===== config.mk =====
export PLATFORM = sky130hd
export DESIGN_NAME = keypad_scanner_flat
export DESIGN_NICKNAME = d
export VERILOG_FILES = /design/src/rtl/keypad_pkg.sv /design/src/rtl/keypad_scanner_if.sv /design/src/rtl/keypad_col_sync.sv /design/src/rtl/keypad_scanner.sv /design/src/flat_wrapper.sv
export SDC_FILE = /design/constraint.sdc
export NUM_CORES = 1
export LEC_CHECK = 0
export CAP_MARGIN = 0
export CELL_PAD_IN_SITES_DETAIL_PLACEMENT = 0
export CELL_PAD_IN_SITES_GLOBAL_PLACEMENT = 1
export CORE_ASPECT_RATIO = 0.6
export CORE_UTILIZATION = 50
export CTS_CLUSTER_SIZE = 12
export DETAILED_ROUTE_END_ITERATION = 12
export GPL_TIMING_DRIVEN = 1
export PLACE_DENSITY_LB_ADDON = 0.1
export SYNTH_ARGS = -nofsm -noshare
export SYNTH_HDL_FRONTEND = slang
export SYNTH_SLANG_ARGS = --single-unit

===== constraint.sdc =====
create_clock -name clk -period 8.6 [get_ports clk]
set_clock_uncertainty 0.05 [all_clocks]
set_input_delay 1.72 -clock clk [delete_from_list [all_inputs] [get_ports clk]]
set_output_delay 1.72 -clock clk [all_outputs]
set_load 0.01 [all_outputs]

===== src/rtl/keypad_pkg.sv =====
// keypad_pkg: shared types and constants for the keypad scanner.
// Contents: FSM state enum, 16-entry key map indexed {row,col}, idle column pattern, key decode helper.
package keypad_pkg;

    typedef enum logic [1:0] {SCAN, DEBOUNCE, HELD} state_t;

    localparam logic [3:0] COLS_IDLE = 4'hF;

    localparam logic [3:0] KEY_MAP [16] = '{
        4'h1, 4'h2, 4'h3, 4'hA,
        4'h4, 4'h5, 4'h6, 4'hB,
        4'h7, 4'h8, 4'h9, 4'hC,
        4'hE, 4'h0, 4'hF, 4'hD
    };

    function automatic logic [3:0] key_code(input logic [1:0] row, input logic [1:0] col);
        return KEY_MAP[{row, col}];
    endfunction

endpackage


===== src/rtl/keypad_scanner_if.sv =====
// keypad_scanner_if: keypad matrix lines plus the digit/load strobe pair.
// Signals: cols (active-low columns), rows (active-low one-hot rows), digit (hex key code), load (1-cycle strobe).
// Modports: master = scanner side, slave = keypad/consumer side.
interface keypad_scanner_if;
    logic [3:0] cols;
    logic [3:0] rows;
    logic [3:0] digit;
    logic       load;

    modport master (input cols, output rows, output digit, output load);
    modport slave  (output cols, input rows, input digit, input load);
endinterface


===== src/rtl/keypad_col_sync.sv =====
// keypad_col_sync: 2-flop synchronizer bringing the asynchronous keypad columns into the clk domain.
// Ports: clk, reset (async, active high), cols (raw columns), cs (synchronized columns, reset to idle).
module keypad_col_sync
    import keypad_pkg::*;
(
    input  logic       clk,
    input  logic       reset,
    input  logic [3:0] cols,
    output logic [3:0] cs
);
    logic [3:0] meta;

    always_ff @(posedge clk or posedge reset) begin
        if (reset) begin
            meta <= COLS_IDLE;
            cs   <= COLS_IDLE;
        end else begin
            meta <= cols;
            cs   <= meta;
        end
    end
endmodule


===== src/rtl/keypad_scanner.sv =====
// keypad_scanner: scans a 4x4 keypad, debounces press and release, emits key code with a one-cycle load.
// Ports: clk, reset (async, active high), kp (master modport: cols in, rows/digit/load out).
module keypad_scanner
    import keypad_pkg::*;
#(
    parameter int SCAN_DIV        = 50000,
    parameter int DEBOUNCE_CYCLES = 500000
) (
    input logic              clk,
    input logic              reset,
    keypad_scanner_if.master kp
);
    localparam int CW = $clog2(SCAN_DIV > DEBOUNCE_CYCLES ? SCAN_DIV : DEBOUNCE_CYCLES) + 1;
    localparam logic [CW-1:0] DWELL_LAST = CW'(SCAN_DIV - 1);
    localparam logic [CW-1:0] DEB_LAST   = CW'(DEBOUNCE_CYCLES - 1);

    state_t        state, state_n;
    logic [CW-1:0] dwell, dwell_n, deb, deb_n;
    logic [1:0]    row, row_n, col, col_n, col_hit;
    logic [3:0]    cs, pat, pat_n, digit_q, digit_n;
    logic          load_q, load_n, single;

    keypad_col_sync u_sync (.clk(clk), .reset(reset), .cols(kp.cols), .cs(cs));

    assign single   = $countones(~cs) == 1;
    assign col_hit  = !cs[0] ? 2'd0 : !cs[1] ? 2'd1 : !cs[2] ? 2'd2 : 2'd3;
    assign kp.rows  = ~(4'b0001 << row);
    assign kp.digit = digit_q;
    assign kp.load  = load_q;

    always_ff @(posedge clk or posedge reset) begin
        if (reset) begin
            state   <= SCAN;
            dwell   <= '0;
            deb     <= '0;
            row     <= 2'd0;
            col     <= 2'd0;
            pat     <= COLS_IDLE;
            digit_q <= 4'h0;
            load_q  <= 1'b0;
        end else begin
            state   <= state_n;
            dwell   <= dwell_n;
            deb     <= deb_n;
            row     <= row_n;
            col     <= col_n;
            pat     <= pat_n;
            digit_q <= digit_n;
            load_q  <= load_n;
        end
    end

    // The row stays driven through DEBOUNCE and HELD so the latched pattern remains observable.
    always_comb begin
        state_n = state;
        dwell_n = dwell;
        deb_n   = deb;
        row_n   = row;
        col_n   = col;
        pat_n   = pat;
        digit_n = digit_q;
        load_n  = 1'b0;
        unique case (state)
            SCAN: begin
                if (dwell == DWELL_LAST) begin
                    dwell_n = '0;
                    if (single) begin
                        state_n = DEBOUNCE;
                        col_n   = col_hit;
                        pat_n   = cs;
                        deb_n   = '0;
                    end else begin
                        row_n = row + 2'd1;
                    end
                end else begin
                    dwell_n = dwell + 1'b1;
                end
            end
            DEBOUNCE: begin
                if (cs != pat) begin
                    state_n = SCAN;
                    dwell_n = '0;
                end else if (deb == DEB_LAST) begin
                    state_n = HELD;
                    digit_n = key_code(row, col);
                    load_n  = 1'b1;
                    deb_n   = '0;
                end else begin
                    deb_n = deb + 1'b1;
                end
            end
            HELD: begin
                if (cs != COLS_IDLE) begin
                    deb_n = '0;
                end else if (deb == DEB_LAST) begin
                    state_n = SCAN;
                    row_n   = row + 2'd1;
                    dwell_n = '0;
                    deb_n   = '0;
                end else begin
                    deb_n = deb + 1'b1;
                end
            end
            default: state_n = SCAN;
        endcase
    end
endmodule


===== src/flat_wrapper.sv =====
// flat-port wrapper written by rule: the top's interface ports become plain ports
module keypad_scanner_flat import keypad_pkg::*;
#(
    parameter int SCAN_DIV        = 50000,
    parameter int DEBOUNCE_CYCLES = 500000
)
  (clk, reset, kp_cols, kp_rows, kp_digit, kp_load);
  keypad_scanner_if kp_i ();
  input logic clk;
  input logic reset;
  input wire logic [$bits(kp_i.cols)-1:0] kp_cols;
  output wire logic [$bits(kp_i.rows)-1:0] kp_rows;
  output wire logic [$bits(kp_i.digit)-1:0] kp_digit;
  output wire logic [$bits(kp_i.load)-1:0] kp_load;
  assign kp_i.cols = kp_cols;
  assign kp_rows = kp_i.rows;
  assign kp_digit = kp_i.digit;
  assign kp_load = kp_i.load;
  keypad_scanner #(.SCAN_DIV(SCAN_DIV), .DEBOUNCE_CYCLES(DEBOUNCE_CYCLES)) u_core (.clk(clk), .reset(reset), .kp(kp_i));
endmodule

# Yosys cells after proc, flatten, opt, wreduce, memory -nomap -nowiden
# Memory sizes are Yosys's and may differ from the RTL's. A register that Yosys moved wholly into a read port is not among the register bits.
# Index checks and enable logic that the tools add are counted.
# totals
mem_bits_ro	64
n_memories	1
reg_bits	59
input_bits	6
out_inout_bits	9
elab_cells	74
# op_classes
n_mux	29
shift	1
reduce_logical	9
n_eq_ne	15
n_bitwise	4
n_addsub	6
# mem_list
name	words	word_bits	rd	rd_ports_with_merged_regs	wr	line_no	source
(no name shown)	16	4	1	1	0	keypad_pkg.sv:17	return KEY_MAP[{row, col}];
# op_table
cell	count
$mux W20	9
$pmux W20 S3	2
$add A20 B1 Y20 const B	2
$add A32 B32 Y32	1
$eq A32 B2 Y1 const B	1
$mux W2	12
$eq A20 B16 Y1 const B	1
$eq A20 B19 Y1 const B	1
$reduce_and A5 Y1	2
$ne A2 B1 Y1 const B	4
$not A4 Y4	2
$reduce_and A4 Y1	2
$ne A2 B2 Y1 const B	3
$pmux W2 S3	1
$reduce_and A3 Y1	2
$not A4 Y5	1
$add A1 B1 Y2	2
$mux W1	4
$ne A4 B4 Y1	1
$ne A4 B4 Y1 const B	1
$pmux W2 S2	1
$shl A1 B2 Y4 const A	1
$ne A3 B1 Y1 const B	1
$reduce_bool A3 Y1	1
6 further kinds	6

# Depth between registers and ports, before layout
# logic_depth
word_depth	7
ltp_mapped	10
mapped_depth_nobuf	9

# Cells and area by module
# From an unflattened synthesis, not the netlist that was laid out.
# hier_totals
cells_unflattened	412
area_unflattened_um2	3901.2
# modules_own_cells
mod	area_each_um2	cells_per_inst	seq_area_each_um2	instances
keypad_scanner	3687.3	403	1381.3	1
keypad_col_sync	214.0	9	210.2	1

# Least setup slack after synthesis
# OpenSTA, ideal clock, no wires.
# synth_path
path_type	register to output
start	register u_core.row[0]
end	output port kp_rows[0]
t_arrival_ns	1.004
required_time_ns	6.830
path_slack_ns	5.826
n_path_buf	1
stages_incl_launch_ff	5
path_cell_list	dfrtp_1 -> clkbuf_1 -> inv_1 -> ha_1 -> inv_1
# synth_via
elab_chain_len	2
# synth_lines
item	line_no	source
start, declared	keypad_scanner.sv:19	logic [1:0] row, row_n, col, col_n, col_hit;
start signal, assigned	keypad_scanner.sv:45	row <= row_n;
$shl A1 B2 Y4	keypad_scanner.sv:27	assign kp.rows = ~(4'b0001 << row);
$not A4 Y4	keypad_scanner.sv:27	
end, declared	flat_wrapper.sv:12	output wire logic [$bits(kp_i.rows)-1:0] kp_rows;
# No other way between the ends.

# Worst setup path after layout
# layout_path
start	register u_core.row[1]
end	output port kp_rows[0]
# The elaborated chain is that of the path after synthesis.

==> reports/qor.txt <==
Status - finished clean
Skew-Pair Late Insertion Delay - 340 ps
Max FO, Critical Path - 12
Post-Syn Instances - 417
Compound-gate portion of the synthesized area - 18.1%
Seq/Total Area, Yosys - 40.9%
Yosys top cell by area - dfrtp_1
Final hold vios - 0
CP Cell Sequence - inv_1 -> ha_1 -> inv_1 -> clkdlybuf4s50_1
Total CTS buffers - 9
Die area - 8160 µm²
Met2 Routed Length - 3.43 mm
WL met1 - 5.09 mm
CP required - 6830 ps
Register area - 1590 µm²
Final Power - 702 µW
Netlist cell types - 53
Clk root buf - clkbuf_16
Routed len/inst - 17.6 µm
Vias after detailed routing - 3,286
Clock-pin slew on the worst setup and hold paths - 50 ps
CP bufs+invs - 3
Final Max Slew Viols - 0
Critical Path Source - u_core.row[1]
Dominant cells by area after synthesis - dfrtp_1 (33%), dfstp_2 (8.1%), ha_1 (6.4%), a211oi_1 (6.4%), inv_1 (3.7%)
Final wirelength - 9.39 mm
Sink Count - 63
Layout cell share with drive strength beyond 1 - 11.6%
Top Layer Used - met4
Minimum clock period - 3550 ps
Vias in the first global route - 2,974
Met3 wire length - 750 µm
HPWL after DPL - 6.55 mm
Max Root-Sink Buffers - 2
Largest family of logic cells by synthesized area - simple AND/OR/NAND/NOR gates
Die Span Y - 70.4 µm
Vias per cell - 6.15
Post-DP Area - 4120 µm²
Top-area cell type share of the netlist area - 32.8%
Area grow syn2layout - 13.8%
DRC viols - 0
R2R Path Start - u_core.u_sync.cs[0]
Placed cells - 518
Final Cell Area - 4430 µm²
Synth Area per Inst - 9.34 µm²
Cell Rows - 24
Synth Area in XOR/XNOR - 1.12%
Hold Slack - 304 ps
1st-iter DRT viols - 339
Ys async rst share - 100%
Worst Path Arrival - 1780 ps
Mapped cell area - 3890 µm²
Hold-fix buffers, CTS - 0
Setup violators final - 0
TritonRoute pass-1 iters - 6
Min-Delay Startpoint - u_core.u_sync.meta[3]
Crit. End Element - primary output
DIE WIDTH - 116 µm
Post-Route Setup TNS - 0 ps
Initial core utilization - 52.7%
Post-DRT Antenna Nets - 0
Yosys reg bits - 63
Filler instances - 646
RePlAce Congestion - 0.844
Max cap viols - 0
Post-Synth Simple-Gate Area - 21.8%
Slowest stage cell, crit path - dfrtp_1
ANT cells - 0
Tcrit/Tclk final - 41.3%
Synth Flop Type - dfrtp_1
Syn nets - 444
Post-synth EDFFs - 0
# resized after CTS - 0
Post-CTS Setup Bufs - 0
Port-buffer cells - 14
Peak VDD IR - 0.128 mV
Mux share of post-synthesis cell area - 5.37%
Leakage - 0.00174 µW
Synth Area in Adders - 6.94%
Multi-input logic area - 2080 µm²
Relative slew slack - 15.4%
Largest net degree at the start of global routing - 64
CP top delay family - buffers and inverters
Peak per-stage delay on the critical path - 550 ps
F_max - 282 MHz
Tot GR Track Use - 25.4%
Most common cell on crit path - inv_1
Hold Crit Class - flop to flop
CTS tree - built
Nets@finish - 452
CP startpoint kind - flop
Congestion Overflow GR - 0
IO Count - 15
H-tree depth - 3
Worst setup path category - flop to primary output
Initial antenna violation count - 0
Non-filler instance count after layout - 534
First-pass GRT wire length - 15.5 mm
Cell area power density - 158 nW/µm²
Tightest Pin Transition - 1270 ps
Core ar. - 7390 µm²
Synth warn - 0
RSZ-0062 raised after global routing - false
[per-stage QoR]
| stage | util, % | setup WS (ps) |
|---|---|---|
| global placement | 55.8 | 5260 |
| global route | 60.0 | 4900 |
| finish | 60.0 | 5050 |
| floorplan | - | 5280 |
| detailed placement | 55.8 | 5190 |
| CTS | 60.0 | 5020 |
[kinds of logic (layout without fill, tap and decap cells)]
family,Yosys count,count (layout)
AOI/OAI and AO/OA,99,99
xor gates and xnor gates,5,5
adders and majority gates,21,21
buffers and inverters,59,72
DFF,63,63
muxes,20,20
and+or+nand+nor,150,150
[registers in the layout, summed over array words and instances (netlist names)]
signal              flops
u_core.col              2
u_core.u_sync.meta      4
u_core.kp.digit         4
u_core.deb             20
u_core.dwell           20
u_core.row              2
u_core.u_sync.cs        4
u_core.pat              4
u_core.kp.load          1
u_core.state            2
[final timing paths]
| path | end | slack [ps] | cells past startpoint |
|---|---|---|---|
| max in group asynchronous | u_core.deb[4] | 6070 | 3 |
| hold reg to reg | u_core.u_sync.cs[3] | 300 | 0 |
| min in group asynchronous | u_core.deb[12] | 1890 | 3 |
| setup / recovery | kp_rows[0] | 5050 | 4 |
| setup reg to reg | u_core.deb[19] | 5160 | 8 |
| hold / removal | u_core.u_sync.cs[3] | 300 | 0 |
[per-layer routing]
layer,global-route usage [%],up-vias
li1,-,1567
met1,40.8,1583
met2,31.8,123
met3,7.29,13
met4,7.41,0
met5,0,-
[area by class of cell]
| type | instances | share of cell area [%] |
|---|---|---|
| multi-input combinational | 295 | 47.0 |
| inverter | 38 | 3.22 |
| tap | 104 | 2.94 |
| sequential | 63 | 35.9 |
| clock buffer | 9 | 5.08 |
| clock inverter | 7 | 1.98 |
| timing repair buffer | 18 | 3.84 |
[power breakdown]
part	total [µW]	switching, µW	leakage, µW	internal, µW
clock network	384	133	0.000155	251
registers	302	1.25	0.000824	300
logic	16.1	10.6	0.000765	5.52
[Yosys cell counts (all sizes together) (2+ instances only)]
cell,count
dfrtp,51
inv,38
a211oi,34
nand2,33
nand3,28
o21ai,21
ha,20
clkbuf,19
nor2,15
nand4,14
mux2i,13
dfstp,12
o31ai,10
o22ai,9
o2bb2ai,9
and4,8
mux2,7
nor4,7
nor4b,6
or3,6
nor3,5
xnor2,5
a21oi,4
and2,4
or4,4
a31oi,3
nand2b,3
nand3b,3
nor2b,3
or2,3
and3,2
and3b,2
buf,2
nand4b,2
[layout by cell type (no fill, tap or decap), types with 2 or more instances in the layout]
cell type / netlist / routed
o21ai_0: 21 / 21
o22ai_1: 9 / 9
nor4b_1: 6 / 6
o31ai_1: 9 / 9
nand2_1: 33 / 33
nand4_1: 13 / 13
mux2_2: 7 / 7
nor4_1: 7 / 7
nor2b_1: 3 / 3
o2bb2ai_1: 9 / 9
and4_1: 8 / 8
a31oi_1: 3 / 2
or4_1: 2 / 2
a21oi_1: 3 / 3
or4_4: 2 / 2
nand3b_1: 3 / 3
clkdlybuf4s50_1: 0 / 14
and3b_1: 2 / 2
or2_2: 2 / 2
nand4b_1: 2 / 2
dfrtp_1: 51 / 51
clkinv_2: 0 / 4
and2_1: 3 / 3
ha_1: 20 / 20
and3_1: 2 / 2
clkbuf_16: 0 / 9
or3_1: 6 / 6
buf_4: 0 / 4
a211oi_1: 33 / 33
inv_1: 38 / 37
nor3_1: 5 / 5
xnor2_1: 5 / 5
nand2b_1: 3 / 3
mux2i_1: 13 / 13
dfstp_2: 12 / 12
bufinv_16: 0 / 2
nor2_1: 15 / 15
nand3_1: 28 / 28
(Power assumes the default switching activity.)
